--- src/rtl/mips_boot_pkg.sv ---
`default_nettype none
// ============================================================================
//  Module      : mips_boot_pkg
//  Description : Shared types and constants for the IMEM boot loader.
//  Revision    : 1.0 - initial release
// ============================================================================
package mips_boot_pkg;

   // Loader states, one per phase of the image stream
   typedef enum logic [2:0] {
      LEN_HI = 3'd0,
      LEN_LO = 3'd1,
      DATA   = 3'd2,
      WRITE  = 3'd3,
      DONE   = 3'd4,
      ERR    = 3'd5
   } boot_state_t;

   localparam int LEN_W          = 16;
   localparam int BYTES_PER_WORD = 4;
   localparam int BYTE_IDX_W     = $clog2(BYTES_PER_WORD);

   // The host link may only hand over a byte while a header or data byte is expected
   function automatic logic acceptsByte(input boot_state_t s);
      return (s == LEN_HI) || (s == LEN_LO) || (s == DATA);
   endfunction

endpackage
`default_nettype wire

--- src/rtl/byte_packer.sv ---
`default_nettype none
// ============================================================================
//  Module      : byte_packer
//  Description : Shifts bytes MSB-first into a 32-bit word and flags the
//                transfer that completes the word.
//  Revision    : 1.0 - initial release
// ============================================================================
module byte_packer
   import mips_boot_pkg::*;
(
   input  logic        clk,
   input  logic        reset,
   input  logic        clear,
   input  logic        shiftEn,
   input  logic [7:0]  byteIn,
   output logic [31:0] word,
   output logic        wordFull
);

   localparam logic [BYTE_IDX_W-1:0] c_LAST_IDX = BYTE_IDX_W'(BYTES_PER_WORD - 1);

   logic [31:0]           r_word;
   logic [BYTE_IDX_W-1:0] r_byteIdx;

   // Shift register and byte counter; the counter wraps to 0 after the last byte
   always_ff @(posedge clk) begin
      if (reset || clear) begin
         r_word    <= '0;
         r_byteIdx <= '0;
      end else if (shiftEn) begin
         r_word    <= {r_word[23:0], byteIn};
         r_byteIdx <= r_byteIdx + 1'b1;
      end
   end

   assign word     = r_word;
   assign wordFull = shiftEn && (r_byteIdx == c_LAST_IDX);

endmodule
`default_nettype wire

--- src/rtl/imem_boot_loader.sv ---
`default_nettype none
// ============================================================================
//  Module      : imem_boot_loader
//  Description : Streams a length-prefixed big-endian program image from a
//                byte link into IMEM and holds the core in reset until the
//                whole image has been written.
//  Revision    : 1.0 - initial release
// ============================================================================
module imem_boot_loader
   import mips_boot_pkg::*;
#(
   parameter int ADDR_W = 6
)
(
   input  logic              clk,
   input  logic              reset,
   input  logic [7:0]        byte_in,
   input  logic              byteValid_in,
   output logic              byteReady_out,
   input  logic              reload_in,
   output logic              imemWrite_out,
   output logic [31:0]       imemAddr_out,
   output logic [31:0]       imemData_out,
   output logic              coreReset_out,
   output logic              done_out,
   output logic              error_out,
   output logic [LEN_W-1:0]  wordCount_out
);

   // Capacity in words, one bit wider than the header so 2**16 cannot alias
   localparam logic [LEN_W:0] c_CAPACITY = {{LEN_W{1'b0}}, 1'b1} << ADDR_W;

   boot_state_t        r_state;
   boot_state_t        w_stateNext;
   logic [7:0]         r_lenHi;
   logic [LEN_W-1:0]   r_wordTotal;
   logic [ADDR_W-1:0]  r_wordIdx;
   logic [LEN_W-1:0]   r_wordCount;

   logic               w_xfer;
   logic               w_reload;
   logic               w_shiftEn;
   logic               w_wordFull;
   logic [31:0]        w_packedWord;
   logic [LEN_W-1:0]   w_lenFull;
   logic               w_lenTooBig;
   logic               w_lastWord;

   assign byteReady_out = acceptsByte(r_state);
   assign w_xfer        = byteValid_in && byteReady_out;
   assign w_reload      = reload_in && ((r_state == DONE) || (r_state == ERR));
   assign w_shiftEn     = w_xfer && (r_state == DATA);

   // Full header word as it will be once the low byte on the link is taken
   assign w_lenFull     = {r_lenHi, byte_in};
   assign w_lenTooBig   = {1'b0, w_lenFull} > c_CAPACITY;
   assign w_lastWord    = (r_wordCount + LEN_W'(1)) == r_wordTotal;

   byte_packer u_packer (
      .clk      (clk),
      .reset    (reset),
      .clear    (w_reload),
      .shiftEn  (w_shiftEn),
      .byteIn   (byte_in),
      .word     (w_packedWord),
      .wordFull (w_wordFull)
   );

   // State register
   always_ff @(posedge clk) begin
      if (reset) begin
         r_state <= LEN_HI;
      end else begin
         r_state <= w_stateNext;
      end
   end

   // Next-state decode
   always_comb begin
      w_stateNext = r_state;
      unique case (r_state)
         LEN_HI: begin
            if (w_xfer) w_stateNext = LEN_LO;
         end
         LEN_LO: begin
            if (w_xfer) begin
               if (w_lenFull == '0)   w_stateNext = DONE;
               else if (w_lenTooBig)  w_stateNext = ERR;
               else                   w_stateNext = DATA;
            end
         end
         DATA: begin
            if (w_wordFull) w_stateNext = WRITE;
         end
         WRITE: begin
            w_stateNext = w_lastWord ? DONE : DATA;
         end
         DONE, ERR: begin
            if (reload_in) w_stateNext = LEN_HI;
         end
         default: begin
            w_stateNext = LEN_HI;
         end
      endcase
   end

   // Header capture; N is cleared when a reload restarts the stream
   always_ff @(posedge clk) begin
      if (reset || w_reload) begin
         r_lenHi     <= '0;
         r_wordTotal <= '0;
      end else if (w_xfer && (r_state == LEN_HI)) begin
         r_lenHi     <= byte_in;
      end else if (w_xfer && (r_state == LEN_LO)) begin
         r_wordTotal <= w_lenFull;
      end
   end

   // Word index and written-word count advance once per write strobe
   always_ff @(posedge clk) begin
      if (reset || w_reload) begin
         r_wordIdx   <= '0;
         r_wordCount <= '0;
      end else if (r_state == WRITE) begin
         r_wordIdx   <= r_wordIdx + 1'b1;
         r_wordCount <= r_wordCount + LEN_W'(1);
      end
   end

   // Write port is quiet (all zero) outside the single write cycle
   assign imemWrite_out = (r_state == WRITE);
   assign imemAddr_out  = (r_state == WRITE) ? {{(30 - ADDR_W){1'b0}}, r_wordIdx, 2'b00} : '0;
   assign imemData_out  = (r_state == WRITE) ? w_packedWord : '0;

   assign coreReset_out = (r_state != DONE);
   assign done_out      = (r_state == DONE);
   assign error_out     = (r_state == ERR);
   assign wordCount_out = r_wordCount;

endmodule
`default_nettype wire

--- config.mk ---
export PLATFORM = sky130hd
export DESIGN_NAME = imem_boot_loader
export DESIGN_NICKNAME = d
export VERILOG_FILES = /design/src/rtl/mips_boot_pkg.sv /design/src/rtl/byte_packer.sv /design/src/rtl/imem_boot_loader.sv
export SDC_FILE = /design/constraint.sdc
export NUM_CORES = 1
export LEC_CHECK = 0
export BUFFER_PORTS_ARGS = -buffer_cell sky130_fd_sc_hd__buf_4
export CORE_MARGIN = 8
export CORE_UTILIZATION = 58
export CTS_CLUSTER_DIAMETER = 80
export DETAILED_ROUTE_END_ITERATION = 12
export PLACE_DENSITY = 0.91
export SLEW_MARGIN = 10
export SYNTH_ARGS = -nofsm -noshare
export SYNTH_HDL_FRONTEND = slang
export SYNTH_SLANG_ARGS = --single-unit
export TNS_END_PERCENT = 30
--- constraint.sdc ---
create_clock -name clk -period 5.4 [get_ports clk]
set_input_delay 0 -clock clk [delete_from_list [all_inputs] [get_ports clk]]
set_output_delay 0 -clock clk [all_outputs]
set_load 0.005 [all_outputs]
==> metrics.txt, run 1 <==
status=finished clean; dpl ws=3310 ps; largest area contributor in the netlist=dfxtp_1; slew of the pin with the lowest slew margin=1180 ps; Sink Count=83; Filler Cell Count=597; Syn Inst Count=545; LEAKAGE=1.92 nW; CTS Buffer Depth=2; ys async rst share=0%; max cap viols=0; CP Class=flop to flop; row count=31; CTS resizes=0; Post-synth EDFFs=0; Clock Skew=5.65 ps; FF/Latch Area=1660 um2; post-route insts no fill=708; largest net degree at the start of global routing=70; antenna-violating nets left=0; final setup fails=0; die width=101 um; Post-synth top cells=nand2_1 (133), dfxtp_1 (83), a21oi_1 (73); vias in the first global route=3514; post-synthesis register bit count=83; die height=101 um; worst skew pair latency=350 ps; RSZ-0062 raised after global routing=no; maximum vdd drop=0.192 mV; final worst-path cycle share=39.6%; fin util=69.1%; most instantiated library cell after synthesis=nand2_1; Initial Util=58.7%; WL/cell=14.5 um; I/O Pins=97; CP startpoint kind=flop; GR Layer Usage met3=3.52%; Worst Path Arrival=2440 ps; fraction of layout cells with a size suffix above 1=17.1%; area of the multi-input gates=2240 um2; first-pass GRT wire length=16.7 mm; TritonCTS Buffers=9; Yosys warning count=0; grt met2 use=33.2%; synth top area cells=dfxtp_1 (40%), nand2_1 (12%), a21oi_1 (8.7%); Achievable Freq=467 MHz; # nets final=619; Seq/Total Area, Yosys=39.6%; Slew headroom=21.1%; via count=3747; setup bufs post-CTS=0; grt ovf=0; GRT Total Usage=20.2%; DRT iter0 DRCs=239; Slew Viols, Final=0; synth unique cells=45; CORE AREA=7140 um2; area added between synthesis and finish=17.6%; antenna cells=0; fraction of met1 tracks used by global routing=25.5%; CP max FO=7; die area=10200 um2; Final Hold Fails=0; Detailed Place HPWL=7.23 mm; hold_buf cts=9; busiest grt layer=met2; htree depth=3; synthesized area per cell=7.69 um2; Worst setup EP type=flop; area of the mapped netlist=4190 um2; final setup margin=3260 ps; final setup TNS=0 ps; Post-route DRC=0; First-pass DRT Iterations=4; Final GP Congestion=0.893; Avg Vias per Cell=5.29; # port buffers=70; fin crit period=2140 ps; initial antenna violation count=0; worst hold path type=input pin to flop; Primary FF master, synth=dfxtp_1; critical path required time=5690 ps; Root Buffer=clkbuf_8; clk slew on worst S/H paths=90 ps; overall routed net length=10.3 mm; Hold WS=97.2 ps; CTS tree=done; PD cells=252 nW/um2; dpl cells=683; share of the synthesized area in the top cell type=39.6%
critical path, cell delays in order (launching register included):
cell and delay, ps:
dfxtp_1 490, ha_1 340, nand3_1 200, or3_1 380
a21oi_1 150, nor3_1 70, a211oi_2 240, a32o_1 210
cells in the final DEF (no fill, tap or decap), types with 3 or more instances in the layout:
| master | n |
|---|---|
| buf_4 | 71 |
| conb_1 | 26 |
| a21oi_1 | 73 |
| and2_1 | 38 |
| xor2_1 | 16 |
| nor2b_1 | 5 |
| nor4_1 | 7 |
| clkbuf_8 | 10 |
| dlygate4sd3_1 | 9 |
| nor2_1 | 26 |
| dfxtp_1 | 83 |
| nand2_1 | 132 |
| xnor2_1 | 17 |
| o21ai_0 | 11 |
| nor3_1 | 8 |
| or3_1 | 8 |
| inv_1 | 7 |
| ha_1 | 3 |
| nand3_1 | 15 |
| nand4_1 | 5 |
cells by family after synthesis:
kind of cell	count (synthesis)	synth area share, %
compound gates	93	11.9
buf+inv	67	9.34
mux	2	0.477
flops	83	39.6
xor+xnor	33	6.89
fa+ha+maj	3	0.895
other cells	1	0.0894
simple gates	263	30.8
registers in the layout, indices dropped and copies added (netlist names):
register	count
r_lenHi	8
r_state	3
r_wordIdx	6
r_wordTotal	16
u_packer.r_byteIdx	2
u_packer.word	32
wordCount_out	16
layer usage:
| layer | wire length, um | up-vias |
|---|---|---|
| li1 | - | 1871 |
| met1 | 4580 | 1738 |
| met2 | 4850 | 121 |
| met3 | 663 | 17 |
| met4 | 188 | 0 |
| met5 | 0 | - |
power by group:
group          internal (W)  switching, W   total, W
Clock              0.000279      0.000236   0.000515
Combinational     0.0000333     0.0000607  0.0000940
Sequential         0.000622     0.0000120   0.000634
metrics by stage:
step	cell area (um2)	power (W)
after floorplan	4290	0.000722
after global placement	4610	0.000734
after detailed placement	4610	0.000736
after CTS	4930	0.00125
after global routing	4930	0.00128
final	4930	0.00124
worst paths after layout:
path                                   startpoint                end  slack, ps  cells after the start
worst min register to register  u_packer.word[24]  u_packer.word[24]        460                      2
worst max register to register   wordCount_out[0]         r_state[2]       3260                      7
worst min-delay path                 byteValid_in         r_state[1]        100                      4
worst max-delay path             wordCount_out[0]         r_state[2]       3260                      7
final cells by class:
type                            count  area share, %
Multi-Input combinational cell    420           45.5
Sequential cell                    83           33.7
Timing Repair Buffer               80           12.6
Clock buffer                       10           2.79
Tap cell                           99           2.51
Clock inverter                      6           1.95
Inverter                           10          0.964
Power figures use the tool's default switching activity.
==> run 2: changes to the inputs <==
- CORE_UTILIZATION: 58 -> 49
- PLACE_DENSITY: 0.91 -> 0.83
- clock period: 5.4 -> 1.9 ns (I/O delays scaled with it)
==> run 2 against run 1 <==
Routed wire length increased by 4.4%. Combinational power increased to 3.3 times the previous value. Worst hold slack got worse by 8.0 ps. Clock skew increased by 0.69 ps. Global-route usage decreased by 2.4 points.
==> metrics.txt, run 2 (same netlist as run 1, synthesis figures left out) <==
clk slew on worst S/H paths=80 ps (was 90 ps); HP Start=byteValid_in (unchanged); reg2reg path depth=7 (unchanged); CTS Buffer Depth=2 (unchanged); Sequential Power Share=53.6% (was 51.0%); most common cell after layout, fill and taps aside=nand2_1 (unchanged); LEAKAGE=2.04 nW (was 1.92 nW); routed wl met3=902 um (was 663 um); maximum vdd drop=0.368 mV (was 0.192 mV); via count=3899 (was 3747); I/O Pins=97 (unchanged); Sink Count=83 (unchanged); critical path required time=1900 ps (was 5690 ps); Reg2Reg Setup Slack=80 ps (was 3260 ps); Avg Vias per Cell=5.30 (was 5.29); worst skew pair latency=350 ps (about the same); vias in the first global route=3621 (was 3514); htree depth=3 (unchanged); RR Endpoint=r_state[2] (unchanged); worst hold path type=input pin to flop (unchanged); first-pass GRT wire length=17.0 mm (was 16.7 mm); Psw=0.000829 W (was 0.000309 W); die area=11800 um2 (was 10200 um2); overall routed net length=10.7 mm (was 10.3 mm); Clock Skew=6.34 ps (was 5.65 ps); Metal-1 WL=4.46 mm (was 4.58 mm); Initial Util=50.8% (was 58.7%); Hold WS=89.2 ps (was 97.2 ps); Hold Path Sink=r_state[1] (unchanged); initial antenna violation count=0 (unchanged); Internal=0.00252 W (was 0.000935 W); WL/cell=14.6 um (was 14.5 um); max cap viols=0 (unchanged); # nets final=641 (was 619); die height=109 um (was 101 um); Final GP Congestion=0.871 (was 0.893); Achievable Freq=547 MHz; antenna cells=0 (unchanged); critical-path cell list=inv_4 > or3_4 > clkinv_8 > buf_12 > and2_1 > buf_4 (was ha_1 > nand3_1 > or3_1 > a21oi_1 > nor3_1 > a211oi_2 > a32o_1); fraction of layout cells with a size suffix above 1=20.6% (was 17.1%); CP Class=flop to output port (was flop to flop); Slew Viols, Final=0 (unchanged); Final Hold Fails=0 (unchanged); Worst setup EP type=output port (was flop); WHS Path Cells=4 (unchanged); die width=109 um (was 101 um); CORE AREA=8260 um2 (was 7140 um2); Post-route DRC=0 (unchanged); Root Buffer=clkbuf_8 (unchanged); CP max FO=32 (was 7); CP peak stage delay=440 ps (was 490 ps); PD cells=651 nW/um2 (was 252 nW/um2); DRT iter0 DRCs=274 (was 239); RSZ-0062 raised after global routing=no (unchanged); grt ovf=0 (unchanged); final setup TNS=0 ps (unchanged); Clock Power Share=37.2% (was 41.4%); CTS tree=done (unchanged); First-pass DRT Iterations=5 (was 4); area added between synthesis and finish=22.8% (was 17.6%); status=finished clean (unchanged); # port buffers=70 (unchanged); CP startpoint kind=flop (unchanged); critical path's slowest cell=or3_4 (was dfxtp_1); Detailed Place HPWL=7.65 mm (was 7.23 mm); final setup fails=0 (unchanged); Critical R2R Launch=wordCount_out[1] (was wordCount_out[0]); dpl ws=4.11 ps (was 3310 ps); Largest register FFs=32 (unchanged); antenna-violating nets left=0 (unchanged); switching part of the total=24.7% (was 24.8%); GRT Total Usage=17.7% (was 20.2%); final worst-path cycle share=96.3%; final setup margin=70.3 ps (was 3260 ps); commonest cells after routing, fill and taps aside=nand2_1 (132), buf_4 (89), dfxtp_1 (79) (was nand2_1 (132), dfxtp_1 (83), a21oi_1 (73)); met2 WL=5.24 mm (was 4.85 mm); dpl cells=710 (was 683); largest net degree at the start of global routing=54 (was 70); crit path buf inv count=4 (was 0); row count=33 (was 31); CP top delay family=simple AND/OR/NAND/NOR gates (unchanged); Worst Path Arrival=1830 ps (was 2440 ps); fin crit period=1830 ps; post-route insts no fill=735 (was 708); DR top layer=met4 (unchanged); TritonCTS Buffers=9 (unchanged); Comb power frac=9.1% (was 7.6%)
[run 2: power by group through the flow]
stage / Combinational [W] / Clock (W) / Sequential, W
global placement: 0.000273 / 0 / 0.00184
finish: 0.000306 / 0.00125 / 0.00180
detailed placement: 0.000281 / 0 / 0.00184
CTS: 0.000299 / 0.00128 / 0.00180
global route: 0.000338 / 0.00133 / 0.00180
floorplan: 0.000225 / 0 / 0.00183
[run 2: metrics by stage]
| stage | total power [W] | cell area, um2 | utilization (%) |
|---|---|---|---|
| CTS | 0.00337 | 5120 | 62.0 |
| floorplan | 0.00205 | 4290 | - |
| global route | 0.00347 | 5150 | 62.3 |
| finish | 0.00335 | 5150 | 62.3 |
| global placement | 0.00211 | 4810 | 58.3 |
| detailed placement | 0.00212 | 4810 | 58.3 |
[run 2: worst max-delay path by stage]
stage	from	to	slack [ps]	depth (start not counted)
2_1_floorplan	wordCount_out[0]	r_state[2]	160	7
3_3_place_gp	wordCount_out[1]	r_state[2]	120	7
3_5_place_dp	wordCount_out[1]	r_state[2]	4	7
4_1_cts	wordCount_out[1]	r_state[2]	10	6
5_1_grt	wordCount_out[1]	r_state[2]	2	7
6_report	r_state[1]	imemData_out[5]	70	6
[run 2: cell type report]
| type | instances | area [um2] |
|---|---|---|
| clock inverter | 4 | 51.3 |
| sequential | 83 | 1670 |
| tap | 105 | 131 |
| inverter | 10 | 55.1 |
| multi-input combinational | 420 | 2260 |
| fill | 710 | 3110 |
| timing repair buffer | 102 | 838 |
| clock buffer | 11 | 141 |
[run 2: routing by layer]
| layer | global-route usage (%) | vias to the layer above |
|---|---|---|
| li1 | - | 1914 |
| met1 | 22.0 | 1818 |
| met5 | 0 | - |
| met3 | 4.64 | 13 |
| met2 | 29.3 | 154 |
| met4 | 5.77 | 0 |
[run 2: timing repair]
item                                    in CTS  in global routing
gates resized for setup                      5                  7
pin swaps                                    0                  2
buffers inserted                             0                  1
hold buffers                                 9                  0
hold endpoints to repair                    26                  0
endpoints found under the setup margin      32                 33
[run 2: tightest hold or removal path: stages]
cell     delay [ps]
buf_4           120
a31oi_1         140
or3_1           100
a21oi_1          30
